## src/rtl/dm_pkg.sv

```systemverilog
// Shared definitions for the data-memory front end: default widths,
// memory depth and the DMA sequencer state type.
package dm_pkg;

  localparam int DEF_ADDR_W = 16;
  localparam int DEF_DATA_W = 16;
  localparam int DEF_LEN_W  = 14;   // wide enough to express a full-depth copy
  localparam int DM_DEPTH   = 8192;

  typedef enum logic [1:0] {
    IDLE = 2'd0,
    RD   = 2'd1,
    WR   = 2'd2
  } dma_state_t;

endpackage

```

## src/rtl/dm_dma_arb.sv

```systemverilog
// Data-memory port arbiter: the CPU memory stage owns the DM port whenever it
// requests it; otherwise a word-copy DMA engine uses the slot, alternating one
// read cycle and one write cycle per word. Read and write strobes are never
// driven together.
module dm_dma_arb
  import dm_pkg::*;
#(
  parameter int ADDR_W = DEF_ADDR_W,
  parameter int DATA_W = DEF_DATA_W,
  parameter int LEN_W  = DEF_LEN_W
) (
  input  logic              clk,
  input  logic              rst,
  input  logic [ADDR_W-1:0] cpu_addr,
  input  logic              cpu_re,
  input  logic              cpu_we,
  input  logic [DATA_W-1:0] cpu_wrt_data,
  input  logic              dma_start,
  input  logic [ADDR_W-1:0] dma_src,
  input  logic [ADDR_W-1:0] dma_dst,
  input  logic [LEN_W-1:0]  dma_len,
  output logic              dma_busy,
  output logic              dma_done,
  output logic [ADDR_W-1:0] dm_addr,
  output logic              dm_re,
  output logic              dm_we,
  output logic [DATA_W-1:0] dm_wrt_data,
  input  logic [DATA_W-1:0] dm_rd_data
);

  dma_state_t        state;
  logic [ADDR_W-1:0] src_ptr;
  logic [ADDR_W-1:0] dst_ptr;
  logic [LEN_W-1:0]  count;
  logic [DATA_W-1:0] data_buf;

  logic cpu_req;
  logic dma_gnt;

  assign cpu_req = cpu_re | cpu_we;
  assign dma_gnt = ~cpu_req;

  // Port mux: CPU passes straight through; otherwise the DMA state drives the port.
  always_comb begin
    // NOTE: every output gets a default first, so no path through this block can infer a latch.
    dm_addr     = '0;
    dm_re       = 1'b0;
    dm_we       = 1'b0;
    dm_wrt_data = '0;
    if (cpu_req) begin
      dm_addr     = cpu_addr;
      dm_wrt_data = cpu_wrt_data;
      // A simultaneous read+write request is malformed: suppress both strobes.
      dm_re       = cpu_re & ~cpu_we;
      dm_we       = cpu_we & ~cpu_re;
    end else begin
      case (state)
        RD: begin
          dm_addr = src_ptr;
          dm_re   = 1'b1;
        end
        WR: begin
          dm_addr     = dst_ptr;
          dm_we       = 1'b1;
          dm_wrt_data = data_buf;
        end
        default: ;
      endcase
    end
  end

  // DMA sequencer, command registers, read buffer and status outputs.
  always_ff @(posedge clk) begin
    // NOTE: sequential state uses non-blocking assignments so every register samples pre-edge values.
    if (rst) begin
      state    <= IDLE;
      src_ptr  <= '0;
      dst_ptr  <= '0;
      count    <= '0;
      data_buf <= '0;
      dma_busy <= 1'b0;
      dma_done <= 1'b0;
    end else begin
      dma_done <= 1'b0;
      case (state)
        IDLE: begin
          // Starts are only looked at here, so a start while busy is ignored.
          if (dma_start) begin
            if (dma_len != '0) begin
              src_ptr  <= dma_src;
              dst_ptr  <= dma_dst;
              count    <= dma_len;
              dma_busy <= 1'b1;
              state    <= RD;
            end else begin
              dma_done <= 1'b1;
            end
          end
        end
        RD: begin
          // Capture only when this cycle's read was ours, never a CPU read.
          if (dma_gnt) begin
            data_buf <= dm_rd_data;
            state    <= WR;
          end
        end
        WR: begin
          if (dma_gnt) begin
            src_ptr <= src_ptr + 1'b1;
            dst_ptr <= dst_ptr + 1'b1;
            count   <= count - 1'b1;
            if (count == LEN_W'(1)) begin
              dma_busy <= 1'b0;
              dma_done <= 1'b1;
              state    <= IDLE;
            end else begin
              state <= RD;
            end
          end
        end
        default: state <= IDLE;
      endcase
    end
  end

endmodule
```

## config.mk

```make
export PLATFORM = sky130hd
export DESIGN_NAME = dm_dma_arb
export DESIGN_NICKNAME = d
export VERILOG_FILES = /design/src/rtl/dm_pkg.sv /design/src/rtl/dm_dma_arb.sv
export SDC_FILE = /design/constraint.sdc
export NUM_CORES = 1
export LEC_CHECK = 0
export CELL_PAD_IN_SITES_DETAIL_PLACEMENT = 1
export CELL_PAD_IN_SITES_GLOBAL_PLACEMENT = 1
export CORE_UTILIZATION = 36
export DETAILED_ROUTE_END_ITERATION = 12
export PLACE_DENSITY = 0.89
export REMOVE_ABC_BUFFERS = 1
export SLEW_MARGIN = 20
export SYNTH_ARGS = -nofsm -noshare
export SYNTH_HDL_FRONTEND = slang
export SYNTH_SLANG_ARGS = --single-unit
```

## constraint.sdc

```tcl
create_clock -name clk -period 3.2 [get_ports clk]
set_input_delay 0.32 -clock clk [delete_from_list [all_inputs] [get_ports clk]]
set_output_delay 0.32 -clock clk [all_outputs]
set_load 0.03 [all_outputs]
```

== After elaboration in Yosys (flattened, before gate mapping) ==
Cells that the tools add are included.
Widths: inputs -> output; s select.

* Bits in registers: 66
* Output and inout bits: 36
* Logic and storage cells: 67

* Add/sub/neg operators: 3
* Equal/unequal tests: 8
* Multiplexer cells: 36
* Bitwise logic cells: 6
* Reduce and logical (&&, ||, !) cells: 7

{| class="wikitable"
|+ Operators by type and width
! kind !! number
|-
| $mux 16 || 9
|-
| $pmux 16 s2 || 3
|-
| $mux 14 || 3
|-
| $add 16x1->16 const B || 2
|-
| $pmux 14 s2 || 1
|-
| $eq 14x1->1 const B || 1
|-
| $reduce_bool 14->1 || 1
|-
| $sub 14x1->14 const B || 1
|-
| $mux 1 || 13
|-
| $ne 2x2->1 const B || 5
|-
| $mux 2 || 4
|-
| $reduce_and 4->1 || 2
|-
| $pmux 2 s3 || 1
|-
| $reduce_and 5->1 || 1
|-
| $pmux 1 s2 || 2
|-
| $not 1->1 || 3
|-
| $and 1x1->1 || 2
|-
| $eq 2x1->1 const B || 1
|-
| $eq 2x2->1 const B || 1
|-
| $logic_not 2->1 || 1
|-
| $reduce_and 2->1 || 1
|-
| $reduce_bool 2->1 || 1
|-
| $or 1x1->1 || 1
|}

== Depth between registers and ports, before layout ==
Gate-level depths: netlist of run 1.

* Word-level depth: 4
* Depth in mapped cells: 9

== Worst setup path before layout of run 1 ==
OpenSTA, ideal clock, no wires.

* Path type: register to output
* Start point: reg state[0]
* End point: out dm_addr[14]
* Data arrival time: 2056 ps
* Required time: 2880 ps
* Setup slack: 824 ps
* Cell stages (with the launch flop): 8
* Cell sequence: dfxtp_1 -> inv_1 -> ha_1 -> buf_2 -> buf_1 -> buf_1 -> a22oi_1 -> o21ai_0

* Word-level cells in the longest chain between the ends: 3
* Elaborated cells between the ends (all ways): 4
* Those cells by class: eq/ne (2); mux (2)

{| class="wikitable"
|+ Ends and longest elaborated chain
! item !! RTL line !! source
|-
| start, declared || dm_dma_arb.sv:31 || <nowiki>dma_state_t state;</nowiki>
|-
| start signal, assigned || dm_dma_arb.sv:76 || <nowiki>state <= IDLE;</nowiki>
|-
| start signal, assigned || dm_dma_arb.sv:94 || <nowiki>state <= RD;</nowiki>
|-
| start signal, assigned || dm_dma_arb.sv:104 || <nowiki>state <= WR;</nowiki>
|-
| $eq 2x2->1 / $eq 2x1->1 (equally long branches) || dm_dma_arb.sv:57 || <nowiki>case (state)</nowiki>
|-
| $pmux 16 s2 (*) || dm_dma_arb.sv:57 ||
|-
| $mux 16 (*) || dm_dma_arb.sv:50 || <nowiki>if (cpu_req) begin</nowiki>
|-
| end, declared || dm_dma_arb.sv:24 || <nowiki>output logic [ADDR_W-1:0] dm_addr,</nowiki>
|}

Mark *: on every way between the ends. The rest lies on a longest branch, timed or not.

== Final worst setup path of run 1 ==
* Start point: in cpu_we
* End point: out dm_addr[0]

* Word-level cells in the longest chain between the ends: 2

{| class="wikitable"
|+ Ends and longest elaborated chain
! item !! RTL line !! source
|-
| start, declared || dm_dma_arb.sv:16 || <nowiki>input logic cpu_we,</nowiki>
|-
| $or 1x1->1 || dm_dma_arb.sv:40 || <nowiki>assign cpu_req = cpu_re | cpu_we;</nowiki>
|-
| $mux 16 || dm_dma_arb.sv:50 ||
|}

Every way passes these cells.

==> results of run 1 <==
[metal layers]
metal  vias to the layer above  global-route usage
li1                       2548                   -
met1                      2695               0.322
met2                       236               0.496
met3                        39              0.0430
met4                         0               0.121
met5                         -                   0
[cell usage after synthesis, drive strengths merged, types with 2 or more instances]
library cell    n  area, µm²
a31oi          19        119
o21ai          24        120
and4            3       26.3
nor3           15       75.1
and2            2       12.5
a31o            2       17.5
nand4          13       87.6
o311ai         23        209
o211a           2       20.0
a311oi          3       26.3
o41a            3       33.8
o32ai           7       61.3
or2             4       25.0
o211ai          4       30.0
clkbuf         35        133
nor2b           7       43.8
or4             4       37.5
and3            3       18.8
nor4           21        131
nand2         107        402
o31ai          28        210
o41ai           3       33.8
o2bb2ai         2       17.5
inv            16       60.1
nand3          30        150
nand2b          3       18.8
a2bb2oi         2       17.5
nand4b          2       17.5
a21oi          44        220
a22oi          19        143
nor2           28        105
dfxtp          66       1320
o22ai           2       12.5
o31a            4       35.0
nand3b          2       15.0
buf            26        123
mux2i           5       50.1
ha              8        100
a211oi         11       87.6
o21a            3       22.5
[flip-flops by register name, indices dropped and copies added (netlist names)]
name      cells
dma_busy      1
src_ptr      16
data_buf     16
state         2
dma_done      1
dst_ptr      16
count        14
[power by group through the flow]
| stage | clock network (mW) | registers (mW) | logic, mW |
|---|---|---|---|
| 6_report | 1.10 | 1.35 | 1.74 |
| 5_1_grt | 1.14 | 1.38 | 1.86 |
| 4_1_cts | 1.11 | 1.34 | 1.72 |
| 3_5_place_dp | 0 | 1.35 | 1.69 |
| 3_3_place_gp | 0 | 1.33 | 1.61 |
| 2_1_floorplan | 0 | 1.26 | 1.02 |
[worst max path at each step]
stage	start	end	slack, ns	depth (start not counted)
global route	cpu_we	dm_wrt_data[4]	0.44	5
floorplan	state[0]	dst_ptr[11]	-1.04	6
global placement	cpu_we	data_buf[2]	0.60	6
finish	cpu_we	dm_addr[0]	0.53	6
CTS	cpu_re	dm_wrt_data[9]	0.57	5
detailed placement	cpu_we	data_buf[11]	0.43	6
[worst max-delay path: stages]
cell	delay (ns)
clkdlybuf4s50_1	0.48
nor2_1	0.14
buf_4	0.26
nand2_1	0.40
o21ai_0	0.50
buf_4	0.24
[kinds of logic after synthesis]
group,share of synthesized area
muxes,0.0111
adders and majority gates,0.0223
AOI/OAI and AO/OA,0.336
and+or+nand+nor,0.267
DFF,0.294
buffers and inverters,0.0702
[cell type report]
cell class / instances / area [µm²] / area share
multi-input cells: 473 / 2870 / 0.460
clock inverters: 7 / 103 / 0.0164
inverters: 16 / 60.1 / 0.00963
flip-flops and latches: 66 / 1320 / 0.212
clock buffers: 9 / 225 / 0.0361
repair buffers: 151 / 1450 / 0.232
well taps: 168 / 210 / 0.0337
[per-stage QoR]
step           hold WS, ns  worst slack [ns]
2_1_floorplan        0.385             -1.04
3_3_place_gp         0.442             0.597
3_5_place_dp         0.451             0.430
4_1_cts              0.459             0.568
5_1_grt              0.477             0.443
6_report             0.461             0.533
[layout by cell type (no fill, tap or decap), drive strengths merged, types with 8 or more instances in the layout]
cell type	instances
clkdlybuf4s50	117
nand2	107
dfxtp	66
a21oi	44
buf	34
nand3	30
nor2	28
o31ai	28
o21ai	24
o311ai	23
nor4	21
a22oi	19
a31oi	19
inv	17
nor3	15
nand4	13
a211oi	11
clkbuf	9
ha	8
==> out/results.ini, run 1 <==
[cells_and_area]
fin_nets=824
area_delta_synth_final_pct=38.8
final_area_um2=6240
finish.utilization=0.515
drive_above_1_share=0.0900
fillCellCount=1534
layout.cells.non_filler=890
n_antenna_cell=0

[placement]
globalplace.congestion=0.836
dp_hpwl_um=12500
portBuffers=134
placed_area_um2=5910
dp.cells=874

[sta]
final.setup_skew_ns=0.00700
fin_tns_setup_ns=0
fin_crit_sh=0.833
slew_headroom=0.246
period_needed_ns=2.67
hold_viol_final=0
maxSlewViolCount=0
tightest_slew_ns=1.13
fmax_mhz=375
rsz0062_at_grt=false
setup_viol=0

[setup_path]
worst_ep_required_time_ns=2.88
critPathKind=input port to output pin
arrival_ns=2.35
rr_endpoint=count[0]
ff2ff_path_depth=6
regToRegSetupSlack_ns=0.63
r2r_start=state[0]
critPathLaunchType=input port
worstPathMaxFanout=21
worstSetupEndpointType=output pin

[pwr]
p_switching_mw=1.79
power_frac_comb=0.415
clock_power_share=0.262
internal_power_mw=2.40
irDropWorstVdd_v=0.000343
power.share.switching=0.426
power_frac_seq=0.322
power_leakage_nw=2.17
p_per_area_nw_per_um2=672
finalPower_mw=4.19

[drt]
dr.max_layer_used=met4
drtPass1Iterations=5
wl_met1_um=7140
via_count=5518
wirelength_um=17900
drcViolationCount=0
routedWlPerCell_um=20.2
dr_wl_met3_um=1100
wl_met2_um=9260
drtAntennaViolNets=0
avgViaCountPerCell=6.20
drtIter0Drc=502

[clocking]
root_buffer=clkbuf_16
clock_latency_ns=0.34
post_cts_buffers=0
cts_tree=built
cts_max_level=3
ctsHoldBuffers=0
cts_resized=0
clk_pin_slew_ns=0.06
cts_sinks=66
cts_buffers=9
cts_buffer_depth=2

[run]
drv_cap=0

[logic_synthesis]
synth_area_per_cell_um2=7.29
yosysWarnings=0
async_reset_ff_frac=0
yosys_most_used_dff=dfxtp_1
synth_edf_count=0
seq_area_frac_synth=0.294
syn_area_um2=4490
yosys_register_bits=66
synth_cell_types=61
syn-instance-count=616

[global_route]
track_usage=0.276
grt_max_degree=67
grt_pass1_vias=5684
antenna_found_initial=0
overflow=0
grt_pass1_wl_um=28400

[floorplan]
start_util=0.371
core.rowCount=40
fp.dieW_um=114
die_h_um=114
io_pins=135
dieArea_um2=12900
core_area_um2=12100

[outcome]
status=complete, no violations

[min_path]
min-delay-start=data_buf[1]
hold_path_depth=2
worstHoldEndpoint=data_buf[1]
hold_class=register to register

No activity file was read; power rests on OpenSTA's default activity.
==> run 2, diff against run 1 <==
--- a/config.mk
+++ b/config.mk
@@ -7,9 +7,9 @@
 export LEC_CHECK = 0
 export CELL_PAD_IN_SITES_DETAIL_PLACEMENT = 1
 export CELL_PAD_IN_SITES_GLOBAL_PLACEMENT = 1
-export CORE_UTILIZATION = 36
+export CORE_UTILIZATION = 30
 export DETAILED_ROUTE_END_ITERATION = 12
-export PLACE_DENSITY = 0.89
+export PLACE_DENSITY = 0.79
 export REMOVE_ABC_BUFFERS = 1
 export SLEW_MARGIN = 20
 export SYNTH_ARGS = -nofsm -noshare
==> constraint.sdc (replaced) <==
create_clock -name clk -period 2.2 [get_ports clk]
set_input_delay 0.22 -clock clk [delete_from_list [all_inputs] [get_ports clk]]
set_output_delay 0.22 -clock clk [all_outputs]
set_load 0.03 [all_outputs]
==> run 2 against run 1 <==
Against the previous run: clock power up 31%; via count up 0.24%; clock skew up 0.0029 ns; critical path depth unchanged; power up 46%; highest routed layer unchanged; sequential power up 41%; wire length up 3.1%; non-clock buffer count up 24; worst setup slack worse by 0.38 ns.
==> out/results.ini, run 2 (synthesis gave the netlist of run 1 again) <==
[sta]
period_needed_ns=2.05
rsz0062_at_grt=false
final.setup_skew_ns=0.00988  ; +0.00288 ns
setup_viol=0  ; unchanged
fin_hold_ws_ns=0.385  ; -0.0759 ns
maxSlewViolCount=0  ; unchanged
slew_headroom=0.485  ; +0.239
hold_viol_final=0  ; unchanged
tightest_slew_ns=0.773  ; -0.357 ns
fmax_mhz=489
fin_crit_sh=0.930

[floorplan]
core.rowCount=44  ; +10%
die_h_um=124  ; +9.4%
core_area_um2=14600  ; +20%
start_util=0.308  ; -0.0630
io_pins=135  ; unchanged
dieArea_um2=15500  ; +20%
fp.dieW_um=124  ; +9.4%

[drt]
via_count=5531  ; +0.24%
drcViolationCount=0  ; unchanged
avgViaCountPerCell=5.95  ; -4.0%
routedWlPerCell_um=19.9  ; -1.2%
drtIter0Drc=479  ; -4.6%
wirelength_um=18500  ; +3.1%
drtAntennaViolNets=0  ; unchanged
drtPass1Iterations=5  ; unchanged

[setup_path]
worstSetupEndpointType=output pin
ff2ff_path_depth=7  ; +1
cp_slowest_stage_delay_ns=0.36  ; -0.14 ns
critPathKind=register to output pin
worst_ep_required_time_ns=1.98  ; -0.90 ns
crit_path_end=dm_addr[7]
critPathLaunchType=register
arrival_ns=1.83  ; -0.52 ns
rr_endpoint=src_ptr[2]
crit_path_frequent_cell=buf_4
cp_num_buf_inv=3  ; unchanged
startpoint=state[0]
cp_cell_sequence=inv_1 > ha_2 > nand2_4 > buf_4 > o21ai_0 > buf_4
slowest_stage=ha_2
r2r_start=state[0]
regToRegSetupSlack_ns=0.21  ; -0.42 ns
worstPathMaxFanout=10  ; -52%
path_depth=6  ; unchanged
crit_family=buffers and inverters

[clocking]
clock_latency_ns=0.34  ; about the same
cts_sinks=66  ; unchanged
cts_buffers=9  ; unchanged
clk_pin_slew_ns=0.06  ; about the same
cts_max_level=3  ; unchanged
cts_tree=built
ctsHoldBuffers=0  ; unchanged
cts_buffer_depth=2  ; unchanged
root_buffer=clkbuf_16

[cells_and_area]
drive_above_1_share=0.142  ; +0.0523
final_cell_mix=106 x nand2_1, 100 x clkdlybuf4s50_1, 68 x buf_4
fin_nets=848  ; +2.9%
n_antenna_cell=0  ; unchanged
area_delta_synth_final_pct=42.2
final_area_um2=6390  ; +2.5%
layout.cells.non_filler=929  ; +4.4%
final_common_cell=nand2_1
largest_registers=data_buf: 16 flops, dst_ptr: 16 flops, src_ptr: 16 flops

[global_route]
track_usage=0.241  ; -0.0349
antenna_found_initial=0  ; unchanged
grt_pass1_wl_um=30200  ; +6.5%
grt_pass1_vias=5780  ; +1.7%
grt_max_degree=67  ; unchanged
overflow=0  ; unchanged

[placement]
dp.cells=914  ; +4.6%
dp_hpwl_um=13100  ; +5.3%
globalplace.congestion=0.838  ; +0.29%
placed_area_um2=6080  ; +2.9%
portBuffers=134  ; unchanged

[pwr]
power_frac_seq=0.312  ; -0.010
p_switching_mw=2.55  ; +43%
power_leakage_nw=2.30  ; +6.2%
power.share.switching=0.416  ; -0.0101
p_per_area_nw_per_um2=957  ; +43%
irDropWorstVdd_v=0.000468  ; +36%
internal_power_mw=3.57  ; +49%
power_frac_comb=0.453  ; +0.038
finalPower_mw=6.12  ; +46%
clock_power_share=0.235  ; -0.027

[outcome]
status=complete, no violations

[min_path]
hold_class=input port to register

[run]
drv_cap=0  ; unchanged

-- run 2: cell types whose count changed in the layout (fill, tap and decap cells not counted), sizes merged --
cell           change
clkinv             -3
clkbuf             +4
clkdlybuf4s50     -17
inv                -1
bufinv             -1
buf               +41
-- run 2: final cells by class --
| class | count | area [µm²] |
|---|---|---|
| Inverter | 16 | 60.1 |
| Multi-Input combinational cell | 473 | 2880 |
| Tap cell | 184 | 230 |
| Sequential cell | 66 | 1320 |
| Fill cell | 1773 | 8200 |
| Timing Repair Buffer | 175 | 1610 |
| Clock inverter | 2 | 37.5 |
| Clock buffer | 13 | 250 |
-- run 2: what timing repair did --
action                                  4_1_cts  5_1_grt
setup buffers                                 0        0
resized for setup                             2        7
endpoints found under the setup margin        5       46
-- run 2: how the worst min path moves through the flow --
stage                     cells after the start           to         from  slack [ns]
after floorplan                               1    count[13]          rst        0.28
after global placement                        2  data_buf[9]  data_buf[9]        0.44
after detailed placement                      2  data_buf[1]  data_buf[1]        0.45
after CTS                                     4   dst_ptr[7]          rst        0.37
after global routing                          4   dst_ptr[7]          rst        0.41
final                                         4   dst_ptr[7]          rst        0.39
-- run 2: metal layers --
| metal | wire length (µm) | up-vias | GRT usage |
|---|---|---|---|
| met4 | 502 | 0 | 0.0907 |
| met1 | 7930 | 2705 | 0.294 |
| met5 | 0 | - | 0 |
| li1 | - | 2603 | - |
| met3 | 851 | 37 | 0.0503 |
| met2 | 9210 | 186 | 0.412 |
-- run 2: worst min-delay path: stages --
cell and delay [ns]:
buf_2 0.09, inv_1 0.17, nand2_1 0.12, o32ai_1 0.07
-- run 2: per-stage QoR --
step,setup WS (ns),utilization,TNS (ns)
floorplan,-2.04,-,-127.18
global placement,0.0147,0.417,0
detailed placement,-0.145,0.417,-3.93
CTS,0.0485,0.437,0
global route,0.0511,0.438,0
finish,0.154,0.438,0
-- run 2: power by group through the flow --
stage                     logic, mW  registers, mW  clock network [mW]
final                          2.77           1.91                1.44
after global routing           3.00           1.96                1.52
after CTS                      2.74           1.89                1.47
after detailed placement       2.71           1.91                   0
after global placement         2.61           1.88                   0
after floorplan                1.48           1.84                   0
==> run 3, diff against run 2 <==
--- a/config.mk
+++ b/config.mk
@@ -9,6 +9,7 @@
 export CELL_PAD_IN_SITES_GLOBAL_PLACEMENT = 1
 export CORE_UTILIZATION = 30
 export DETAILED_ROUTE_END_ITERATION = 12
+export MAX_ROUTING_LAYER = met4
 export PLACE_DENSITY = 0.79
 export REMOVE_ABC_BUFFERS = 1
 export SLEW_MARGIN = 20
==> run 3 against run 2 <==
Against the previous run: fmax decreased by 0.10%; global-route usage is 0.66 points higher; via count up 0.52%; sequential power about the same; clock skew is essentially flat; largest cell class unchanged; worst setup slack worse by 0.0021 ns.
==> out/results.ini, run 3 (synthesis gave the netlist of run 1 again) <==
[min_path]
hold_path_depth=4  ; unchanged
min-delay-start=rst
hold_class=input port to register

[pwr]
power.share.switching=0.417  ; about the same
p_switching_mw=2.55  ; +0.11%
internal_power_mw=3.57  ; about the same
power_frac_seq=0.312  ; about the same
p_per_area_nw_per_um2=958  ; about the same
irDropWorstVdd_v=0.000470  ; +0.42%
power_leakage_nw=2.30  ; unchanged
power_frac_comb=0.453  ; about the same
clock_power_share=0.235  ; about the same

[sta]
slew_headroom=0.489  ; +0.00441
hold_viol_final=0  ; unchanged
period_needed_ns=2.05  ; +0.00213 ns
setup_viol=0  ; unchanged
tightest_slew_ns=0.766  ; -0.00661 ns
fmax_mhz=488  ; -0.10%
maxSlewViolCount=0  ; unchanged
rsz0062_at_grt=false
fin_crit_sh=0.931  ; +0.000968
final.setup_skew_ns=0.00982  ; -0.0000594 ns

[drt]
avgViaCountPerCell=5.98  ; +0.52%
via_count=5560  ; +0.52%
wirelength_um=18600  ; +0.30%
drtIter0Drc=482  ; +0.63%
drtPass1Iterations=5  ; unchanged
routedWlPerCell_um=20.0  ; +0.30%
drcViolationCount=0  ; unchanged
drtAntennaViolNets=0  ; unchanged

[cells_and_area]
fin_nets=848  ; unchanged
multi_input_area_um2=2880  ; unchanged
drive_above_1_share=0.142  ; unchanged
area_delta_synth_final_pct=42.2  ; unchanged
regArea_um2=1320  ; unchanged
finish.utilization=0.438  ; unchanged
final_common_cell=nand2_1
final_cell_mix=106 x nand2_1, 100 x clkdlybuf4s50_1, 68 x buf_4
n_antenna_cell=0  ; unchanged
largest_registers=data_buf: 16 flops, dst_ptr: 16 flops, src_ptr: 16 flops
fillCellCount=1773  ; unchanged
layout.cells.non_filler=929  ; unchanged

[global_route]
grtUsageMet2=0.411  ; -0.00130
antenna_found_initial=0  ; unchanged
use_met1=0.295  ; +0.00159
grt_pass1_vias=5777  ; -0.052%
grt_pass1_wl_um=30300  ; +0.12%
busiest_layer=met2
overflow=0  ; unchanged
track_usage=0.247  ; +0.00658
grt_max_degree=67  ; unchanged
grtUsageMet3=0.0464  ; -0.00387

[outcome]
status=complete, no violations

[clocking]
root_buffer=clkbuf_16
clk_pin_slew_ns=0.06  ; about the same
cts_buffers=9  ; unchanged
cts_tree=built
clock_latency_ns=0.34  ; about the same
cts_max_level=3  ; unchanged
cts_sinks=66  ; unchanged
post_cts_buffers=0  ; unchanged
cts_buffer_depth=2  ; unchanged

[floorplan]
fp.dieW_um=124  ; unchanged
io_pins=135  ; unchanged
core_area_um2=14600  ; unchanged
die_h_um=124  ; unchanged
dieArea_um2=15500  ; unchanged
start_util=0.308  ; unchanged
core.rowCount=44  ; unchanged

[setup_path]
startpoint=state[0]
regToRegSetupSlack_ns=0.20  ; about the same
critPathKind=register to output pin
worstSetupEndpointType=output pin
arrival_ns=1.83  ; about the same
worstPathMaxFanout=10  ; unchanged
cp_cell_sequence=inv_1 > ha_2 > nand2_4 > buf_4 > o21ai_0 > buf_4
worst_ep_required_time_ns=1.98  ; about the same
slowest_stage=ha_2
cp_slowest_stage_delay_ns=0.36  ; about the same
r2r_start=state[0]
ff2ff_path_depth=7  ; unchanged
critPathLaunchType=register
crit_path_frequent_cell=buf_4

[placement]
dp.cells=914  ; unchanged
dp_hpwl_um=13100  ; unchanged
portBuffers=134  ; unchanged
globalplace.congestion=0.851  ; +1.5%

[run]
drv_cap=0  ; unchanged

## run 3: cell counts in the layout (fill, tap and decap cells not counted)
No cell type changed its count.
## run 3: worst max-delay path: cells and delay by family, from the launching register on
kind                       cells  cell delay [ns]
DFF                            1             0.34
adders and majority gates      1             0.36
buffers and inverters          3             0.49
AOI/OAI and AO/OA              1             0.19
and+or+nand+nor                1             0.11
## run 3: path summary, 6_finish.rpt
check,to
hold / removal,dst_ptr[7]
setup / recovery,dm_addr[7]
setup reg to reg,dst_ptr[10]
hold reg to reg,data_buf[1]
## run 3: stage by stage
step           power (mW)  cell area, µm²  hold WS, ns  worst slack, ns  setup TNS, ns
4_1_cts              6.10            6370        0.375           0.0485              0
3_5_place_dp         4.62            6080        0.451           -0.145          -3.93
2_1_floorplan        3.32            4240        0.285            -2.04        -127.18
5_1_grt              6.47            6390        0.411           0.0522              0
6_report             6.12            6390        0.381            0.152              0
3_3_place_gp         4.49            6080        0.443           0.0147              0
## run 3: power groups by stage
stage	logic, mW	registers [mW]	clock network [mW]
6_report	2.77	1.91	1.44
5_1_grt	3.00	1.96	1.52
4_1_cts	2.74	1.89	1.47
3_5_place_dp	2.71	1.91	0
3_3_place_gp	2.61	1.88	0
2_1_floorplan	1.48	1.84	0
## run 3: what timing repair did
| item | CTS | global route |
|---|---|---|
| setup endpoints to repair | 5 | 46 |
| hold endpoints to repair | 0 | 0 |
| hold buffers | 0 | 0 |
| resized for setup | 2 | 7 |
## run 3: cell type report
| cell class | instances | area share |
|---|---|---|
| flip-flops and latches | 66 | 0.207 |
| multi-input cells | 473 | 0.451 |
| inverters | 16 | 0.00940 |
| clock inverters | 2 | 0.00587 |
| well taps | 184 | 0.0360 |
| clock buffers | 13 | 0.0392 |
| repair buffers | 175 | 0.252 |
## run 3: metal layers
| metal | vias up | part of all wire |
|---|---|---|
| li1 | 2598 | - |
| met1 | 2703 | 0.42 |
| met2 | 211 | 0.50 |
| met3 | 48 | 0.055 |
| met4 | 0 | 0.027 |
| met5 | - | 0 |
